[config.mk]
export PLATFORM = sky130hd
export DESIGN_NAME = fetch_queue_unit_flat
export DESIGN_NICKNAME = d
export VERILOG_FILES = /design/src/rtl/fetch_queue_unit_if.sv /design/src/rtl/fetch_queue_unit.sv /design/src/flat_wrapper.sv
export SDC_FILE = /design/constraint.sdc
export NUM_CORES = 1
export LEC_CHECK = 0
export BUFFER_PORTS_ARGS = -buffer_cell sky130_fd_sc_hd__buf_4
export CORE_ASPECT_RATIO = 1.5
export CORE_UTILIZATION = 56
export CTS_BUF_LIST = sky130_fd_sc_hd__clkbuf_16
export CTS_CLUSTER_SIZE = 40
export DETAILED_ROUTE_END_ITERATION = 10
export MAX_ROUTING_LAYER = met4
export PLACE_DENSITY = 0.77
export SLEW_MARGIN = 0
export SYNTH_ARGS = -nofsm -noshare
export SYNTH_HDL_FRONTEND = slang
export SYNTH_SLANG_ARGS = --single-unit
[constraint.sdc]
create_clock -name clk -period 11.2 [get_ports clk]
set_input_delay 0 -clock clk [delete_from_list [all_inputs] [get_ports clk]]
set_output_delay 0 -clock clk [all_outputs]
set_load 0.01 [all_outputs]
[src/rtl/fetch_queue_unit_if.sv]
// Fetch front-end bus: instruction memory port plus IF/ID handshake.
// master = fetch unit side, slave = memory / decode side.
interface fetch_queue_unit_if;
  logic        imem_req;
  logic [31:0] imem_addr;
  logic        imem_gnt;
  logic        imem_rvalid;
  logic [31:0] imem_rdata;
  logic        redirect;
  logic [31:0] redirect_pc;
  logic        id_ready;
  logic        id_valid;
  logic [31:0] id_ins;
  logic [31:0] id_pc;

  modport master (
    output imem_req, imem_addr,
    input  imem_gnt, imem_rvalid, imem_rdata,
    input  redirect, redirect_pc, id_ready,
    output id_valid, id_ins, id_pc
  );

  modport slave (
    input  imem_req, imem_addr,
    output imem_gnt, imem_rvalid, imem_rdata,
    output redirect, redirect_pc, id_ready,
    input  id_valid, id_ins, id_pc
  );
endinterface

[src/rtl/fetch_queue_unit.sv]
// Fetch PC owner, credit-limited imem requester and prefetch queue
// feeding IF/ID; redirects flush the queue and drop stale responses.
module fetch_queue_unit #(
  parameter int          DEPTH    = 4,
  parameter logic [31:0] RESET_PC = 32'h0000_0000
) (
  input logic                clk,
  input logic                rst,
  fetch_queue_unit_if.master bus
);
  localparam int AW = $clog2(DEPTH);
  localparam int CW = AW + 1;
  typedef logic [CW-1:0] cnt_t;
  typedef logic [AW-1:0] ptr_t;
  localparam cnt_t DEPTH_C = cnt_t'(DEPTH);

  logic [31:0] fetch_pc_q, fetch_pc_d;
  logic [31:0] resp_pc_q, resp_pc_d;
  cnt_t        count_q, count_d;
  cnt_t        outst_q, outst_d;
  cnt_t        discard_q, discard_d;
  ptr_t        head_q, head_d;
  ptr_t        tail_q, tail_d;
  logic [31:0] ins_q [DEPTH];
  logic [31:0] pc_q  [DEPTH];

  logic credit_ok;
  logic grant;
  logic enq;
  logic drop;
  logic deq;
  logic id_valid;

  // Queue entries plus in-flight requests may never exceed DEPTH.
  assign credit_ok = ({1'b0, count_q} + {1'b0, outst_q})
                     < {1'b0, DEPTH_C};

  assign id_valid        = (count_q != '0);
  assign bus.imem_req    = !rst && !bus.redirect && credit_ok;
  assign bus.imem_addr   = fetch_pc_q;
  assign bus.id_valid    = id_valid;
  assign bus.id_ins      = ins_q[head_q];
  assign bus.id_pc       = pc_q[head_q];

  // Next-state for PCs, counters and pointers; redirect wins.
  always_comb begin
    grant      = bus.imem_req && bus.imem_gnt;
    drop       = bus.imem_rvalid && (discard_q != '0);
    enq        = bus.imem_rvalid && (discard_q == '0)
                 && !bus.redirect;
    deq        = id_valid && bus.id_ready && !bus.redirect;
    fetch_pc_d = fetch_pc_q;
    resp_pc_d  = resp_pc_q;
    count_d    = count_q;
    discard_d  = discard_q;
    head_d     = head_q;
    tail_d     = tail_q;
    outst_d    = outst_q + cnt_t'(grant)
                 - cnt_t'(bus.imem_rvalid);
    if (bus.redirect) begin
      fetch_pc_d = bus.redirect_pc;
      resp_pc_d  = bus.redirect_pc;
      count_d    = '0;
      head_d     = '0;
      tail_d     = '0;
      discard_d  = outst_q - cnt_t'(bus.imem_rvalid);
    end else begin
      if (grant) fetch_pc_d = fetch_pc_q + 32'd4;
      if (drop)  discard_d  = discard_q - cnt_t'(1);
      if (enq) begin
        resp_pc_d = resp_pc_q + 32'd4;
        tail_d    = tail_q + ptr_t'(1);
      end
      if (deq) head_d = head_q + ptr_t'(1);
      count_d = count_q + cnt_t'(enq) - cnt_t'(deq);
    end
  end

  // Control state registers.
  always_ff @(posedge clk or posedge rst) begin
    if (rst) begin
      fetch_pc_q <= RESET_PC;
      resp_pc_q  <= RESET_PC;
      count_q    <= '0;
      outst_q    <= '0;
      discard_q  <= '0;
      head_q     <= '0;
      tail_q     <= '0;
    end else begin
      fetch_pc_q <= fetch_pc_d;
      resp_pc_q  <= resp_pc_d;
      count_q    <= count_d;
      outst_q    <= outst_d;
      discard_q  <= discard_d;
      head_q     <= head_d;
      tail_q     <= tail_d;
    end
  end

  // Queue storage: instruction and its pc+4 written at the tail.
  always_ff @(posedge clk or posedge rst) begin
    if (rst) begin
      for (int i = 0; i < DEPTH; i++) begin
        ins_q[i] <= '0;
        pc_q[i]  <= '0;
      end
    end else if (enq) begin
      ins_q[tail_q] <= bus.imem_rdata;
      pc_q[tail_q]  <= resp_pc_q + 32'd4;
    end
  end

  // A response into a full queue means the memory broke the credit rule.
  assert property (@(posedge clk) disable iff (rst)
    !(bus.imem_rvalid && count_q == DEPTH_C));

endmodule
[src/flat_wrapper.sv]
// flat-port wrapper written by rule: the top's interface ports become plain ports
module fetch_queue_unit_flat 
#(
  parameter int          DEPTH    = 4,
  parameter logic [31:0] RESET_PC = 32'h0000_0000
)
  (clk, rst, bus_imem_req, bus_imem_addr, bus_imem_gnt, bus_imem_rvalid, bus_imem_rdata, bus_redirect, bus_redirect_pc, bus_id_ready, bus_id_valid, bus_id_ins, bus_id_pc);
  fetch_queue_unit_if bus_i ();
  input logic clk;
  input logic rst;
  output wire logic [$bits(bus_i.imem_req)-1:0] bus_imem_req;
  output wire logic [$bits(bus_i.imem_addr)-1:0] bus_imem_addr;
  input wire logic [$bits(bus_i.imem_gnt)-1:0] bus_imem_gnt;
  input wire logic [$bits(bus_i.imem_rvalid)-1:0] bus_imem_rvalid;
  input wire logic [$bits(bus_i.imem_rdata)-1:0] bus_imem_rdata;
  input wire logic [$bits(bus_i.redirect)-1:0] bus_redirect;
  input wire logic [$bits(bus_i.redirect_pc)-1:0] bus_redirect_pc;
  input wire logic [$bits(bus_i.id_ready)-1:0] bus_id_ready;
  output wire logic [$bits(bus_i.id_valid)-1:0] bus_id_valid;
  output wire logic [$bits(bus_i.id_ins)-1:0] bus_id_ins;
  output wire logic [$bits(bus_i.id_pc)-1:0] bus_id_pc;
  assign bus_imem_req = bus_i.imem_req;
  assign bus_imem_addr = bus_i.imem_addr;
  assign bus_i.imem_gnt = bus_imem_gnt;
  assign bus_i.imem_rvalid = bus_imem_rvalid;
  assign bus_i.imem_rdata = bus_imem_rdata;
  assign bus_i.redirect = bus_redirect;
  assign bus_i.redirect_pc = bus_redirect_pc;
  assign bus_i.id_ready = bus_id_ready;
  assign bus_id_valid = bus_i.id_valid;
  assign bus_id_ins = bus_i.id_ins;
  assign bus_id_pc = bus_i.id_pc;
  fetch_queue_unit #(.DEPTH(DEPTH), .RESET_PC(RESET_PC)) u_core (.clk(clk), .rst(rst), .bus(bus_i));
endmodule
# [Word level (Yosys, flattened, before mapping)]
# Cells that the tools add are included.
[totals] rom_bits=0 mem_count=0 input_bits=70 mem_bits_rw=0 register_bits=333 latchBits=0
[op_classes] div=0 n_lt_le_gt_ge=4 shift=0 mul=0 mux=21 addsub=11 n_bitwise=2 eq_ne=0 reduce_logical=18
[ops] op="$mux 32" n=9
[ops] op="$bwmux 128" n=2
[ops] op="$bmux 32 s2" n=2
[ops] op="$add 32x3->32 const B" n=2
[ops] op="$demux 32 s2" n=1
[ops] op="$logic_and 1x1->1" n=9
[ops] op="$mux 3" n=3
[ops] op="$sub 3x1->3" n=3
[ops] op="$mux 2" n=4
[ops] op="$reduce_bool 2->1" n=4
[ops] op="$add 3x1->3" n=2
[ops] op="$ge 3x3->1 const B" n=2
[ops] op="$not 2->3" n=2
[ops] op="$reduce_bool 3->1" n=2
[ops] op="$add 2x1->2 const B" n=2
[ops] op="$add 3x3->4" n=1
[ops] op="$lt 4x3->1 const B" n=1
[ops] op="$logic_not 3->1" n=1
[ops] op="$lt 3x1->1 const B" n=1
[ops] op="$sub 3x1->3 const B" n=1
[ops] op="$logic_not 1->1" n=2

# [Depth between registers and ports, before layout]
# Gate-level depths: netlist of run 1.
[depth] ltp_word=6 ltp_mapped=11 mapped_depth_nobuf=10

# [Worst setup path before layout of run 1]
# No wires, ideal clock.
[synth_timing] path_type="register to register" from="register u_core.outst_q[2]" to="register u_core.outst_q[2]" slack_ps=8550 path_buffers=2 path_stages_with_launch=12 t_arrival_ps=2525 required_ps=11075 path_cell_list="dfrtp_1 -> ha_1 -> nor4_1 -> nand4_1 -> inv_1 -> clkbuf_1 -> buf_2 -> ha_1 -> inv_1 -> fa_1 -> xnor2_1 -> xnor2_1"
[synth_between] elab_chain_cells=6
[synth_rtl] element="start: declaration" line="fetch_queue_unit.sv:20" source="cnt_t outst_q, outst_d;"
[synth_rtl] element="start signal: assignment" line="fetch_queue_unit.sv:93" source="outst_q <= outst_d;"
[synth_rtl] element="$add 3x3->4" line="fetch_queue_unit.sv:35" source="assign credit_ok = ({1'b0, count_q} + {1'b0, outst_q})"
[synth_rtl] element="$lt 4x3->1" line="fetch_queue_unit.sv:36" source="< {1'b0, DEPTH_C};"
[synth_rtl] element="$logic_and 1x1->1" line="fetch_queue_unit.sv:39" source="assign bus.imem_req = !rst && !bus.redirect && credit_ok;"
[synth_rtl] element="$logic_and 1x1->1" line="fetch_queue_unit.sv:47" source="grant = bus.imem_req && bus.imem_gnt;"
[synth_rtl] element="$add 3x1->3 *" line="fetch_queue_unit.sv:58" source="outst_d = outst_q + cnt_t'(grant)"
[synth_rtl] element="$sub 3x1->3 *" line="fetch_queue_unit.sv:59" source="- cnt_t'(bus.imem_rvalid);"
[synth_rtl] element="via u_core.outst_d[2]" line="fetch_queue_unit.sv:20"
# Mark *: on every way through the listed nets, which the timed path passes. The rest lies on a longest branch.
# A chain may end at the register's enable or synchronous reset.

# [Worst setup path after layout of run 1]
# Same ends and word-level chain as after synthesis.

==> results of run 1 <==
-- per-layer routing --
layer  share of wire  up-vias  wire length, um  track usage
li1                -     5018                -            -
met1            0.43     5381            14500        0.334
met2            0.51      276            17300        0.426
met3           0.044       57             1480       0.0325
met4           0.020        0              680       0.0863
met5               0        -                0            -
-- tightest hold or removal path, cell delays in order --
cell and delay (ps):
sky130_fd_sc_hd__dlygate4sd3_1 540, sky130_fd_sc_hd__buf_4 160, sky130_fd_sc_hd__inv_8 540
-- stage by stage --
stage	total power, mW	cells	instance area, um^2	util	hold slack [ps]
after floorplan	2.42	1292	15500	-	126
after global placement	2.87	1731	16900	0.622	241
after detailed placement	2.92	1731	16900	0.622	242
after CTS	4.02	1859	18700	0.686	188
after global routing	4.20	1859	18700	0.686	208
final	3.98	1859	18700	0.686	151
-- flip-flops by register name, indices dropped and copies added, names as in the netlist --
name / flops
u_core.bus.imem_addr: 32
u_core.count_q: 3
u_core.discard_q: 3
u_core.head_q: 2
u_core.ins_q: 128
u_core.outst_q: 3
u_core.pc_q: 128
u_core.resp_pc_q: 32
u_core.tail_q: 2
-- Yosys cell counts (all sizes together) (9+ instances only) --
cell    count  area, um^2
nand2     194         728
mux2      138        1550
xor2       35         307
mux4       64        1440
nor2       27         101
o211ai     16         120
dfrtp     333        8330
xnor2      35         307
nand3      48         253
ha         16         200
and3       10        62.6
and4       10        87.6
o21ai     166         831
clkbuf     50         188
nor3        9        55.1
buf        31         141
nand4      26         163
inv        22        82.6
-- final cells by class --
| type | count | area, um^2 |
|---|---|---|
| timing repair buffer | 250 | 2060 |
| tap | 342 | 428 |
| multi-input combinational | 856 | 6750 |
| sequential | 333 | 8340 |
| clock inverter | 25 | 244 |
| fill | 2004 | 8540 |
| clock buffer | 31 | 776 |
| inverter | 22 | 90.1 |
-- what timing repair did --
action / in CTS / in global routing
hold endpoints to repair: 319 / 0
setup buffers: 0 / 0
hold buffers: 72 / 0
-- worst paths after layout --
check	from	slack, ps	depth (start not counted)	endpoint
worst max-delay path	u_core.outst_q[2]	7450	9	u_core.outst_q[2]
worst min-delay path	rst	150	3	u_core.bus.imem_addr[0]
worst max register to register	u_core.outst_q[2]	7450	9	u_core.outst_q[2]
worst min register to register	u_core.pc_q[28]	470	2	u_core.pc_q[28]
max in group asynchronous	rst	9370	4	u_core.head_q[0]
min in group clk	bus_redirect_pc[9]	210	4	u_core.resp_pc_q[9]
-- cell families after synthesis --
kind of cell | count (synthesis) | synth area share
AO/OA/AOI/OAI | 205 | 0.0719
XOR/XNOR | 70 | 0.0396
adder cells (fa/ha/maj) | 18 | 0.0155
buffers and inverters | 103 | 0.0266
flip-flops | 333 | 0.539
multiplexers | 202 | 0.194
AND/OR/NAND/NOR | 361 | 0.114
-- power breakdown --
group | internal (mW) | switching, mW
clock network | 0.615 | 0.446
logic | 0.686 | 0.549
registers | 1.48 | 0.196
==> flow_results.xml, run 1 <==
<?xml version="1.0" encoding="UTF-8"?>
<metrics>
  <group name="sta">
    <metric name="fin_setup_tns" unit="ps">0</metric>
    <metric name="fin_worst_skew" unit="ps">16.2</metric>
    <metric name="final-max-slew-violation-count" unit="">0</metric>
    <metric name="timing_hold_violations_final" unit="">0</metric>
    <metric name="worstMarginPinSlew" unit="ps">1110</metric>
    <metric name="max_freq" unit="MHz">267</metric>
    <metric name="timing.final.ws_setup" unit="ps">7450</metric>
    <metric name="rsz_0062_raised_after_global_routing" unit="">false</metric>
    <metric name="period_minus_slack" unit="ps">3750</metric>
    <metric name="timing.max_slew.rel_slack" unit="">0.259</metric>
    <metric name="timing.final.crit_share" unit="">0.335</metric>
    <metric name="setup-violations-final" unit="">0</metric>
  </group>
  <group name="finish">
    <metric name="flow.area_growth_from_synthesis" unit="%">20.8</metric>
    <metric name="antenna_diode_count" unit="">0</metric>
    <metric name="drive_above_1_share" unit="">0.293</metric>
    <metric name="fin_nets" unit="">1581</metric>
    <metric name="layout_commonest_cell" unit="">sky130_fd_sc_hd__dfrtp_1</metric>
    <metric name="most-common-layout-cells" unit="">sky130_fd_sc_hd__dfrtp_1 (331), sky130_fd_sc_hd__nand2_1 (190), sky130_fd_sc_hd__buf_4 (178)</metric>
  </group>
  <group name="logic_synthesis">
    <metric name="syn-instance-count" unit="">1292</metric>
    <metric name="yosys.cell_types.count" unit="">45</metric>
    <metric name="ys_async_sr_fraction" unit="">1.00</metric>
    <metric name="edff_count_synth" unit="">0</metric>
    <metric name="post_synth_instance_area" unit="um^2">15500</metric>
    <metric name="synth-main-ff-cell" unit="">sky130_fd_sc_hd__dfrtp_1</metric>
    <metric name="postSynthAreaPerCell" unit="um^2">12.0</metric>
    <metric name="synth.net_count" unit="">1380</metric>
    <metric name="synthesized_flop_and_latch_total" unit="">333</metric>
    <metric name="ys_warn_count" unit="">0</metric>
    <metric name="ys_seq_area_frac" unit="">0.539</metric>
  </group>
  <group name="detailed_routing">
    <metric name="ant_nets" unit="">0</metric>
    <metric name="wl_per_cell" unit="um">18.3</metric>
    <metric name="drt-total-wl" unit="um">33900</metric>
    <metric name="detailroute.via_count" unit="">10700</metric>
    <metric name="detailedRoute.firstIterationViolations" unit="">447</metric>
    <metric name="drt_pre_antenna_iters" unit="">5</metric>
    <metric name="viasPerCell" unit="">5.77</metric>
    <metric name="drt_drc_violations_left" unit="">0</metric>
  </group>
  <group name="clock_network">
    <metric name="cts-resized-gates" unit="">0</metric>
    <metric name="cts-htree-levels" unit="">1</metric>
    <metric name="cts-root-to-sink-buffers" unit="">3</metric>
    <metric name="tritoncts" unit="">built</metric>
    <metric name="worst_setup_hold_path_clk_slew" unit="ps">60</metric>
    <metric name="num_cts_buffers" unit="">30</metric>
    <metric name="clk-insertion-delay-late" unit="ps">570</metric>
    <metric name="clockRootBuffer" unit="">sky130_fd_sc_hd__clkbuf_16</metric>
    <metric name="clock-sinks" unit="">333</metric>
  </group>
  <group name="pwr">
    <metric name="pwr_density_cell" unit="nW/um^2">213</metric>
    <metric name="static-leakage-power" unit="nW">8.48</metric>
    <metric name="vdd_drop_max" unit="mV">0.197</metric>
  </group>
  <group name="grt">
    <metric name="grt_max_degree" unit="">125</metric>
    <metric name="grt_usage" unit="">0.260</metric>
    <metric name="grt_first_pass_wirelength" unit="um">56100</metric>
    <metric name="antenna_found_initial" unit="">0</metric>
    <metric name="remaining_global_route_overflow" unit="">0</metric>
    <metric name="first_global_vias" unit="">11100</metric>
  </group>
  <group name="floorplanning">
    <metric name="die_height" unit="um">206</metric>
    <metric name="initial_utilization" unit="">0.568</metric>
    <metric name="core" unit="um^2">27200</metric>
    <metric name="die_area" unit="um^2">28300</metric>
    <metric name="floorplan.die.width" unit="um">138</metric>
    <metric name="row_count" unit="">74</metric>
    <metric name="top_level_port_count" unit="">168</metric>
  </group>
  <group name="critical_path">
    <metric name="critical_path.cell_chain" unit="">ha_1 -&gt; nor4_1 -&gt; nand4_1 -&gt; inv_1 -&gt; ha_1 -&gt; inv_1 -&gt; fa_1 -&gt; xnor2_1 -&gt; xnor2_1</metric>
    <metric name="setup.worst_path.end_class" unit="">register</metric>
    <metric name="setup.worst_path.class" unit="">register to register</metric>
    <metric name="crit_arrival" unit="ps">4230</metric>
    <metric name="crit_fanout" unit="">22</metric>
    <metric name="critical-path-top-delay-family" unit="">simple AND/OR/NAND/NOR gates</metric>
    <metric name="path_buf_inv" unit="">2</metric>
    <metric name="timing.critical_path.slowest_stage_cell" unit="">sky130_fd_sc_hd__inv_1</metric>
    <metric name="cpPeakStageDelay" unit="ps">800</metric>
    <metric name="worstPathRequired" unit="ps">11680</metric>
    <metric name="timing.critical_path.from_type" unit="">register</metric>
  </group>
  <group name="status">
    <metric name="outcome" unit="">completed</metric>
  </group>
  <group name="place">
    <metric name="placement.io_buffers" unit="">167</metric>
    <metric name="hpwlAfterDp" unit="um">21000</metric>
    <metric name="routabilityCongestion" unit="">0.891</metric>
    <metric name="dp_slack" unit="ps">7500</metric>
  </group>
  <group name="job">
    <metric name="max-cap-violations" unit="">0</metric>
  </group>
  <group name="min_path">
    <metric name="min_path_type" unit="">input port to async pin</metric>
  </group>
</metrics>
Power figures use the tool's default switching activity.
==> run 2, diff against run 1 <==
ABC_AREA = 1   (was default)
PLACE_DENSITY = 0.76   (was 0.77)
clock period = 3.85 ns   (was 11.2 ns; I/O delays follow)
==> flow_results.xml, run 2 <==
<?xml version="1.0" encoding="UTF-8"?>
<metrics>
  <group name="floorplanning">
    <metric name="initial_utilization" unit="">0.571</metric>
    <metric name="die_area" unit="um^2">30000</metric>
    <metric name="die_height" unit="um">212</metric>
    <metric name="top_level_port_count" unit="">168</metric>
    <metric name="core" unit="um^2">28700</metric>
    <metric name="floorplan.die.width" unit="um">142</metric>
    <metric name="row_count" unit="">76</metric>
  </group>
  <group name="finish">
    <metric name="multiInputGateArea" unit="um^2">6950</metric>
    <metric name="layout_commonest_cell" unit="">sky130_fd_sc_hd__nand2_1</metric>
    <metric name="final-instance-count-excl-fill" unit="">2701</metric>
    <metric name="fillCellCount" unit="">2439</metric>
    <metric name="most-common-layout-cells" unit="">sky130_fd_sc_hd__nand2_1 (730), sky130_fd_sc_hd__dfrtp_1 (331), sky130_fd_sc_hd__nor2_1 (224)</metric>
    <metric name="flow.area_growth_from_synthesis" unit="%">18.8</metric>
    <metric name="drive_above_1_share" unit="">0.116</metric>
    <metric name="ff_latch_area" unit="um^2">8340</metric>
    <metric name="reg_top3" unit="">u_core.ins_q x128, u_core.pc_q x128</metric>
    <metric name="layout.core_utilization" unit="">0.678</metric>
    <metric name="antenna_diode_count" unit="">0</metric>
    <metric name="fin_nets" unit="">2376</metric>
  </group>
  <group name="critical_path">
    <metric name="crit_fanout" unit="">69</metric>
    <metric name="critical_path.reg2reg.endpoint" unit="">u_core.count_q[2]</metric>
    <metric name="worstPathRequired" unit="ps">3850</metric>
    <metric name="timing.critical_path.mode_cell" unit="">sky130_fd_sc_hd__buf_4</metric>
    <metric name="timing.critical_path.from_type" unit="">register</metric>
    <metric name="cp-endpoint" unit="">bus_id_pc[14]</metric>
    <metric name="timing.critical_path.slowest_stage_cell" unit="">sky130_fd_sc_hd__buf_4</metric>
    <metric name="cpPeakStageDelay" unit="ps">680</metric>
    <metric name="critical_path.cell_chain" unit="">buf_4 -&gt; buf_4 -&gt; o21ai_0 -&gt; o22ai_1 -&gt; buf_4</metric>
    <metric name="critical_path_source" unit="">u_core.head_q[0]</metric>
    <metric name="setup.worst_path.class" unit="">register to output port</metric>
    <metric name="crit-reg2reg-launch" unit="">u_core.discard_q[0]</metric>
    <metric name="setup.reg_to_reg.worst_slack" unit="ps">1410</metric>
    <metric name="setup.worst_path.end_class" unit="">output port</metric>
    <metric name="reg2reg_depth" unit="">10</metric>
    <metric name="crit_arrival" unit="ps">2930</metric>
  </group>
  <group name="pwr">
    <metric name="pwr_density_cell" unit="nW/um^2">625</metric>
    <metric name="power.share.combinational" unit="">0.348</metric>
    <metric name="vdd_drop_max" unit="mV">0.357</metric>
    <metric name="static-leakage-power" unit="nW">9.84</metric>
    <metric name="swShare" unit="">0.356</metric>
    <metric name="total_switching_power" unit="mW">4.33</metric>
    <metric name="clock_power_share" unit="">0.257</metric>
    <metric name="p_total" unit="mW">12.2</metric>
    <metric name="internal_pwr_total" unit="mW">7.85</metric>
    <metric name="p_seq_frac" unit="">0.395</metric>
  </group>
  <group name="detailed_routing">
    <metric name="wl_per_cell" unit="um">16.8</metric>
    <metric name="drt_pre_antenna_iters" unit="">5</metric>
    <metric name="detailedRoute.firstIterationViolations" unit="">1018</metric>
    <metric name="drt-total-wl" unit="um">45400</metric>
    <metric name="drt_drc_violations_left" unit="">0</metric>
    <metric name="viasPerCell" unit="">5.53</metric>
    <metric name="ant_nets" unit="">0</metric>
    <metric name="detailroute.via_count" unit="">14900</metric>
  </group>
  <group name="logic_synthesis">
    <metric name="post_synth_instance_area" unit="um^2">16400</metric>
    <metric name="postSynthAreaPerCell" unit="um^2">7.79</metric>
    <metric name="syn-instance-count" unit="">2106</metric>
    <metric name="synthesized_flop_and_latch_total" unit="">333</metric>
    <metric name="synth.largest_area_cell" unit="">sky130_fd_sc_hd__dfrtp_1</metric>
    <metric name="edff_count_synth" unit="">0</metric>
    <metric name="synth-main-ff-cell" unit="">sky130_fd_sc_hd__dfrtp_1</metric>
    <metric name="yosys-top-cells-count" unit="">sky130_fd_sc_hd__nand2_1 (730), sky130_fd_sc_hd__dfrtp_1 (333), sky130_fd_sc_hd__nor2_1 (224), sky130_fd_sc_hd__o21ai_0 (223), sky130_fd_sc_hd__inv_1 (127)</metric>
    <metric name="most_used_standard_cell_by_instance_count_after_synthesis" unit="">sky130_fd_sc_hd__nand2_1</metric>
    <metric name="ys_async_sr_fraction" unit="">1.00</metric>
    <metric name="synth.top_cell.area_share" unit="">0.508</metric>
    <metric name="ys_warn_count" unit="">0</metric>
    <metric name="synth.net_count" unit="">2194</metric>
    <metric name="netlist_top_cells_area" unit="">sky130_fd_sc_hd__dfrtp_1 (51%), sky130_fd_sc_hd__nand2_1 (17%), sky130_fd_sc_hd__o21ai_0 (6.8%)</metric>
    <metric name="ys_seq_area_frac" unit="">0.508</metric>
    <metric name="yosys.cell_types.count" unit="">37</metric>
  </group>
  <group name="clock_network">
    <metric name="num_cts_buffers" unit="">31</metric>
    <metric name="worst_setup_hold_path_clk_slew" unit="ps">60</metric>
    <metric name="cts-resized-gates" unit="">0</metric>
    <metric name="clockRootBuffer" unit="">sky130_fd_sc_hd__clkbuf_16</metric>
    <metric name="tritoncts" unit="">built</metric>
    <metric name="clk-insertion-delay-late" unit="ps">570</metric>
    <metric name="cts-root-to-sink-buffers" unit="">3</metric>
    <metric name="clock-sinks" unit="">333</metric>
    <metric name="cts-htree-levels" unit="">1</metric>
  </group>
  <group name="place">
    <metric name="routabilityCongestion" unit="">0.958</metric>
    <metric name="placement.io_buffers" unit="">167</metric>
    <metric name="hpwlAfterDp" unit="um">29100</metric>
    <metric name="dp_slack" unit="ps">1420</metric>
    <metric name="placed_cells_incl_taps" unit="">2575</metric>
  </group>
  <group name="sta">
    <metric name="timing.max_slew.rel_slack" unit="">0.360</metric>
    <metric name="rsz_0062_raised_after_global_routing" unit="">false</metric>
    <metric name="final-max-slew-violation-count" unit="">0</metric>
    <metric name="timing_hold_violations_final" unit="">0</metric>
    <metric name="max_freq" unit="MHz">341</metric>
    <metric name="period_minus_slack" unit="ps">2930</metric>
    <metric name="setup-violations-final" unit="">0</metric>
    <metric name="worstMarginPinSlew" unit="ps">959</metric>
    <metric name="timing.final.ws_setup" unit="ps">916</metric>
    <metric name="timing.final.crit_share" unit="">0.762</metric>
    <metric name="fin_worst_hold_slack" unit="ps">105</metric>
    <metric name="fin_worst_skew" unit="ps">10.5</metric>
  </group>
  <group name="grt">
    <metric name="first_global_vias" unit="">14800</metric>
    <metric name="grt_first_pass_wirelength" unit="um">74200</metric>
    <metric name="antenna_found_initial" unit="">0</metric>
    <metric name="grt_usage" unit="">0.324</metric>
    <metric name="remaining_global_route_overflow" unit="">0</metric>
    <metric name="grt_max_degree" unit="">174</metric>
  </group>
  <group name="job">
    <metric name="max-cap-violations" unit="">0</metric>
  </group>
  <group name="min_path">
    <metric name="min_path_type" unit="">input port to async pin</metric>
  </group>
  <group name="status">
    <metric name="outcome" unit="">completed</metric>
  </group>
</metrics>
## run 2: cell types whose count changed after synthesis, moves of 65 or more
cell / previous run / this run
sky130_fd_sc_hd__nand2_1: 194 / 730
sky130_fd_sc_hd__nor2_1: 27 / 224
sky130_fd_sc_hd__mux2_2: 138 / 0
sky130_fd_sc_hd__inv_1: 21 / 127
sky130_fd_sc_hd__o21ai_1: 8 / 99
sky130_fd_sc_hd__o21ai_0: 158 / 223
## run 2: worst min-delay path by stage
stage	start	endpoint	slack, ps	cells after the start
final	rst	u_core.ins_q[24]	100	3
after global routing	rst	u_core.ins_q[24]	150	3
after CTS	rst	u_core.ins_q[126]	110	3
after detailed placement	rst	u_core.ins_q[24]	150	2
after global placement	rst	u_core.ins_q[24]	140	2
after floorplan	bus_redirect_pc[0]	u_core.bus.imem_addr[0]	130	2
## run 2: area by class of cell
class | instances | area share
clock inverters | 25 | 0.0124
flip-flops and latches | 333 | 0.428
inverters | 135 | 0.0266
repair buffers | 260 | 0.111
well taps | 390 | 0.0251
multi-input cells | 1527 | 0.357
clock buffers | 31 | 0.0398
## run 2: cells by family (layout without fill, tap and decap cells)
logic type | after synthesis | in the layout | share of synthesized area
XOR/XNOR | 22 | 22 | 0.0136
AND/OR/NAND/NOR | 1076 | 1076 | 0.262
adder cells (fa/ha/maj) | 18 | 18 | 0.0146
AO/OA/AOI/OAI | 411 | 411 | 0.133
buffers and inverters | 246 | 451 | 0.0681
flip-flops | 333 | 333 | 0.508
## run 2: what timing repair did
item                       4_1_cts  5_1_grt
buffers inserted                 0        0
hold buffers                    70        0
setup endpoints to repair        0        0
hold endpoints to repair       225        0
## run 2: power groups by stage
stage	Combinational (mW)	Sequential (mW)	Clock (mW)
finish	4.23	4.81	3.13
global route	4.73	4.90	3.30
CTS	4.26	4.79	3.18
detailed placement	4.17	4.84	0
global placement	4.07	4.82	0
floorplan	2.52	4.72	0
## run 2: per-layer routing
| metal | part of all wire | global-route usage | vias to the layer above |
|---|---|---|---|
| met4 | 0.052 | 0.168 | 0 |
| met5 | 0 | - | - |
| met2 | 0.50 | 0.559 | 514 |
| li1 | - | - | 7135 |
| met3 | 0.056 | 0.0378 | 128 |
| met1 | 0.39 | 0.369 | 7153 |
## run 2: metrics by stage
stage | setup TNS (ps) | instance area (um^2)
after floorplan | -268680 | 16400
after global placement | 0 | 17800
after detailed placement | 0 | 17800
after CTS | 0 | 19500
after global routing | 0 | 19500
final | 0 | 19500
## run 2: critical path, delay by kind of cell, from the launching register on
kind / cells / cell delay, ps
AO/OA/AOI/OAI: 2 / 550
buffers and inverters: 3 / 1380
flip-flops: 1 / 410
==> run 3, diff against run 2 <==
clock period = 2.9 ns   (was 3.85 ns; I/O delays follow)
==> flow_results.xml, run 3 (synthesized netlist as in run 2, its figures left out) <==
<?xml version="1.0" encoding="UTF-8"?>
<metrics>
  <group name="status">
    <metric name="outcome" unit="">completed</metric>
  </group>
  <group name="detailed_routing">
    <metric name="drt_pre_antenna_iters" unit="">5</metric>
    <metric name="viasPerCell" unit="">5.55</metric>
    <metric name="detailedRoute.firstIterationViolations" unit="">994</metric>
    <metric name="detailroute.via_count" unit="">15000</metric>
    <metric name="drt_drc_violations_left" unit="">0</metric>
    <metric name="drt-total-wl" unit="um">45900</metric>
    <metric name="wl_per_cell" unit="um">17.0</metric>
    <metric name="ant_nets" unit="">0</metric>
  </group>
  <group name="sta">
    <metric name="timing.max_slew.rel_slack" unit="">0.305</metric>
    <metric name="timing_hold_violations_final" unit="">0</metric>
    <metric name="rsz_0062_raised_after_global_routing" unit="">false</metric>
    <metric name="fin_worst_skew" unit="ps">12.0</metric>
    <metric name="period_minus_slack" unit="ps">2730</metric>
    <metric name="final-max-slew-violation-count" unit="">0</metric>
    <metric name="setup-violations-final" unit="">0</metric>
    <metric name="timing.final.crit_share" unit="">0.943</metric>
    <metric name="max_freq" unit="MHz">366</metric>
    <metric name="timing.final.ws_setup" unit="ps">165</metric>
    <metric name="worstMarginPinSlew" unit="ps">1040</metric>
    <metric name="fin_worst_hold_slack" unit="ps">13.9</metric>
  </group>
  <group name="clock_network">
    <metric name="num_cts_buffers" unit="">34</metric>
    <metric name="cts-root-to-sink-buffers" unit="">3</metric>
    <metric name="cts-htree-levels" unit="">2</metric>
    <metric name="clockRootBuffer" unit="">sky130_fd_sc_hd__clkbuf_16</metric>
    <metric name="worst_setup_hold_path_clk_slew" unit="ps">60</metric>
    <metric name="clk-insertion-delay-late" unit="ps">520</metric>
    <metric name="tritoncts" unit="">built</metric>
    <metric name="clock-sinks" unit="">333</metric>
  </group>
  <group name="finish">
    <metric name="most-common-layout-cells" unit="">sky130_fd_sc_hd__nand2_1 (730), sky130_fd_sc_hd__dfrtp_1 (331), sky130_fd_sc_hd__nor2_1 (224)</metric>
    <metric name="fin_nets" unit="">2384</metric>
    <metric name="multiInputGateArea" unit="um^2">6950</metric>
    <metric name="ff_latch_area" unit="um^2">8340</metric>
    <metric name="drive_above_1_share" unit="">0.120</metric>
    <metric name="antenna_diode_count" unit="">0</metric>
    <metric name="reg_top3" unit="">u_core.ins_q x128, u_core.pc_q x128</metric>
    <metric name="flow.area_growth_from_synthesis" unit="%">19.5</metric>
    <metric name="fillCellCount" unit="">2441</metric>
    <metric name="layout_commonest_cell" unit="">sky130_fd_sc_hd__nand2_1</metric>
  </group>
  <group name="critical_path">
    <metric name="crit_arrival" unit="ps">3130</metric>
    <metric name="crit_fanout" unit="">18</metric>
    <metric name="reg2reg_depth" unit="">10</metric>
    <metric name="worstPathRequired" unit="ps">3290</metric>
    <metric name="setup.worst_path.end_class" unit="">register</metric>
    <metric name="timing.critical_path.from_type" unit="">register</metric>
    <metric name="setup.worst_path.class" unit="">register to register</metric>
  </group>
  <group name="grt">
    <metric name="grt_usage" unit="">0.329</metric>
    <metric name="first_global_vias" unit="">14900</metric>
    <metric name="remaining_global_route_overflow" unit="">0</metric>
    <metric name="grt_first_pass_wirelength" unit="um">75100</metric>
    <metric name="antenna_found_initial" unit="">0</metric>
    <metric name="grt_max_degree" unit="">150</metric>
  </group>
  <group name="min_path">
    <metric name="min_path_type" unit="">input port to async pin</metric>
  </group>
  <group name="floorplanning">
    <metric name="core" unit="um^2">28700</metric>
    <metric name="row_count" unit="">76</metric>
    <metric name="floorplan.die.width" unit="um">142</metric>
    <metric name="top_level_port_count" unit="">168</metric>
    <metric name="die_height" unit="um">212</metric>
    <metric name="die_area" unit="um^2">30000</metric>
    <metric name="initial_utilization" unit="">0.571</metric>
  </group>
  <group name="pwr">
    <metric name="power.share.combinational" unit="">0.350</metric>
    <metric name="static-leakage-power" unit="nW">9.93</metric>
    <metric name="p_seq_frac" unit="">0.389</metric>
    <metric name="total_switching_power" unit="mW">5.82</metric>
    <metric name="swShare" unit="">0.356</metric>
    <metric name="clock_power_share" unit="">0.262</metric>
    <metric name="p_total" unit="mW">16.4</metric>
    <metric name="pwr_density_cell" unit="nW/um^2">834</metric>
    <metric name="internal_pwr_total" unit="mW">10.5</metric>
    <metric name="vdd_drop_max" unit="mV">0.405</metric>
  </group>
  <group name="place">
    <metric name="hpwlAfterDp" unit="um">29100</metric>
    <metric name="placement.io_buffers" unit="">167</metric>
    <metric name="dp_slack" unit="ps">630</metric>
    <metric name="routabilityCongestion" unit="">0.985</metric>
  </group>
  <group name="job">
    <metric name="max-cap-violations" unit="">0</metric>
  </group>
</metrics>
run 3: cell count changes in the layout (fill, tap and decap cells not counted):
cell and delta:
sky130_fd_sc_hd__clkbuf_16 +6, sky130_fd_sc_hd__bufinv_16 -3, sky130_fd_sc_hd__clkinv_4 -1, sky130_fd_sc_hd__buf_12 +3, sky130_fd_sc_hd__clkinv_1 -7, sky130_fd_sc_hd__clkinv_2 +3, sky130_fd_sc_hd__buf_4 +1, sky130_fd_sc_hd__inv_1 +3
sky130_fd_sc_hd__dlygate4sd3_1 +1
run 3: path summary, 6_finish.rpt:
kind,startpoint,to,slack [ps]
max in group asynchronous,rst,u_core.ins_q[35],1560
min in group clk,bus_redirect_pc[21],u_core.resp_pc_q[21],270
setup / recovery,u_core.outst_q[2],u_core.bus.imem_addr[13],170
hold reg to reg,u_core.pc_q[69],u_core.pc_q[69],470
hold / removal,rst,u_core.ins_q[58],10
setup reg to reg,u_core.outst_q[2],u_core.bus.imem_addr[13],170
run 3: cell type report:
type,instances,area share
clock inverter,20,0.00728
multi-input combinational,1527,0.354
inverter,135,0.0264
sequential,333,0.425
timing repair buffer,265,0.114
tap,390,0.0249
clock buffer,37,0.0472
run 3: worst max-delay path, stage by stage, from the launching register on:
cell and delay (ps):
sky130_fd_sc_hd__dfrtp_1 420, sky130_fd_sc_hd__ha_1 300, sky130_fd_sc_hd__nor2_1 80, sky130_fd_sc_hd__nand2_1 70
sky130_fd_sc_hd__nor2_2 180, sky130_fd_sc_hd__nand2_2 160, sky130_fd_sc_hd__nand2_2 340, sky130_fd_sc_hd__inv_2 260
sky130_fd_sc_hd__nand2_1 110, sky130_fd_sc_hd__nand3_1 90, sky130_fd_sc_hd__dlygate4sd3_1 580
run 3: through the flow:
stage / instances / TNS [ps] / util / cell area, um^2
final: 2707 / 0 / 0.683 / 19600
after global routing: 2707 / 0 / 0.683 / 19600
after CTS: 2707 / 0 / 0.683 / 19600
after detailed placement: 2579 / 0 / 0.621 / 17800
after global placement: 2579 / 0 / 0.621 / 17800
after floorplan: 2106 / -617330 / - / 16400
run 3: repair_timing:
action	CTS	global route
endpoints found under the hold margin	250	0
gates resized for setup	0	0
hold buffers	71	0
setup buffers	0	0
run 3: routing by layer:
| metal | global-route usage | vias to the layer above | share of wire |
|---|---|---|---|
| met2 | 0.559 | 568 | 0.50 |
| met5 | - | - | 0 |
| li1 | - | 7158 | - |
| met3 | 0.0382 | 131 | 0.056 |
| met4 | 0.168 | 0 | 0.048 |
| met1 | 0.386 | 7159 | 0.39 |
run 3: power groups by stage:
stage                     clock [mW]  combinational [mW]  sequential (mW)
final                           4.28                5.72             6.35
after global routing            4.53                6.34             6.48
after CTS                       4.35                5.72             6.34
after detailed placement           0                5.61             6.40
after global placement             0                5.49             6.37
after floorplan                    0                3.34             6.27
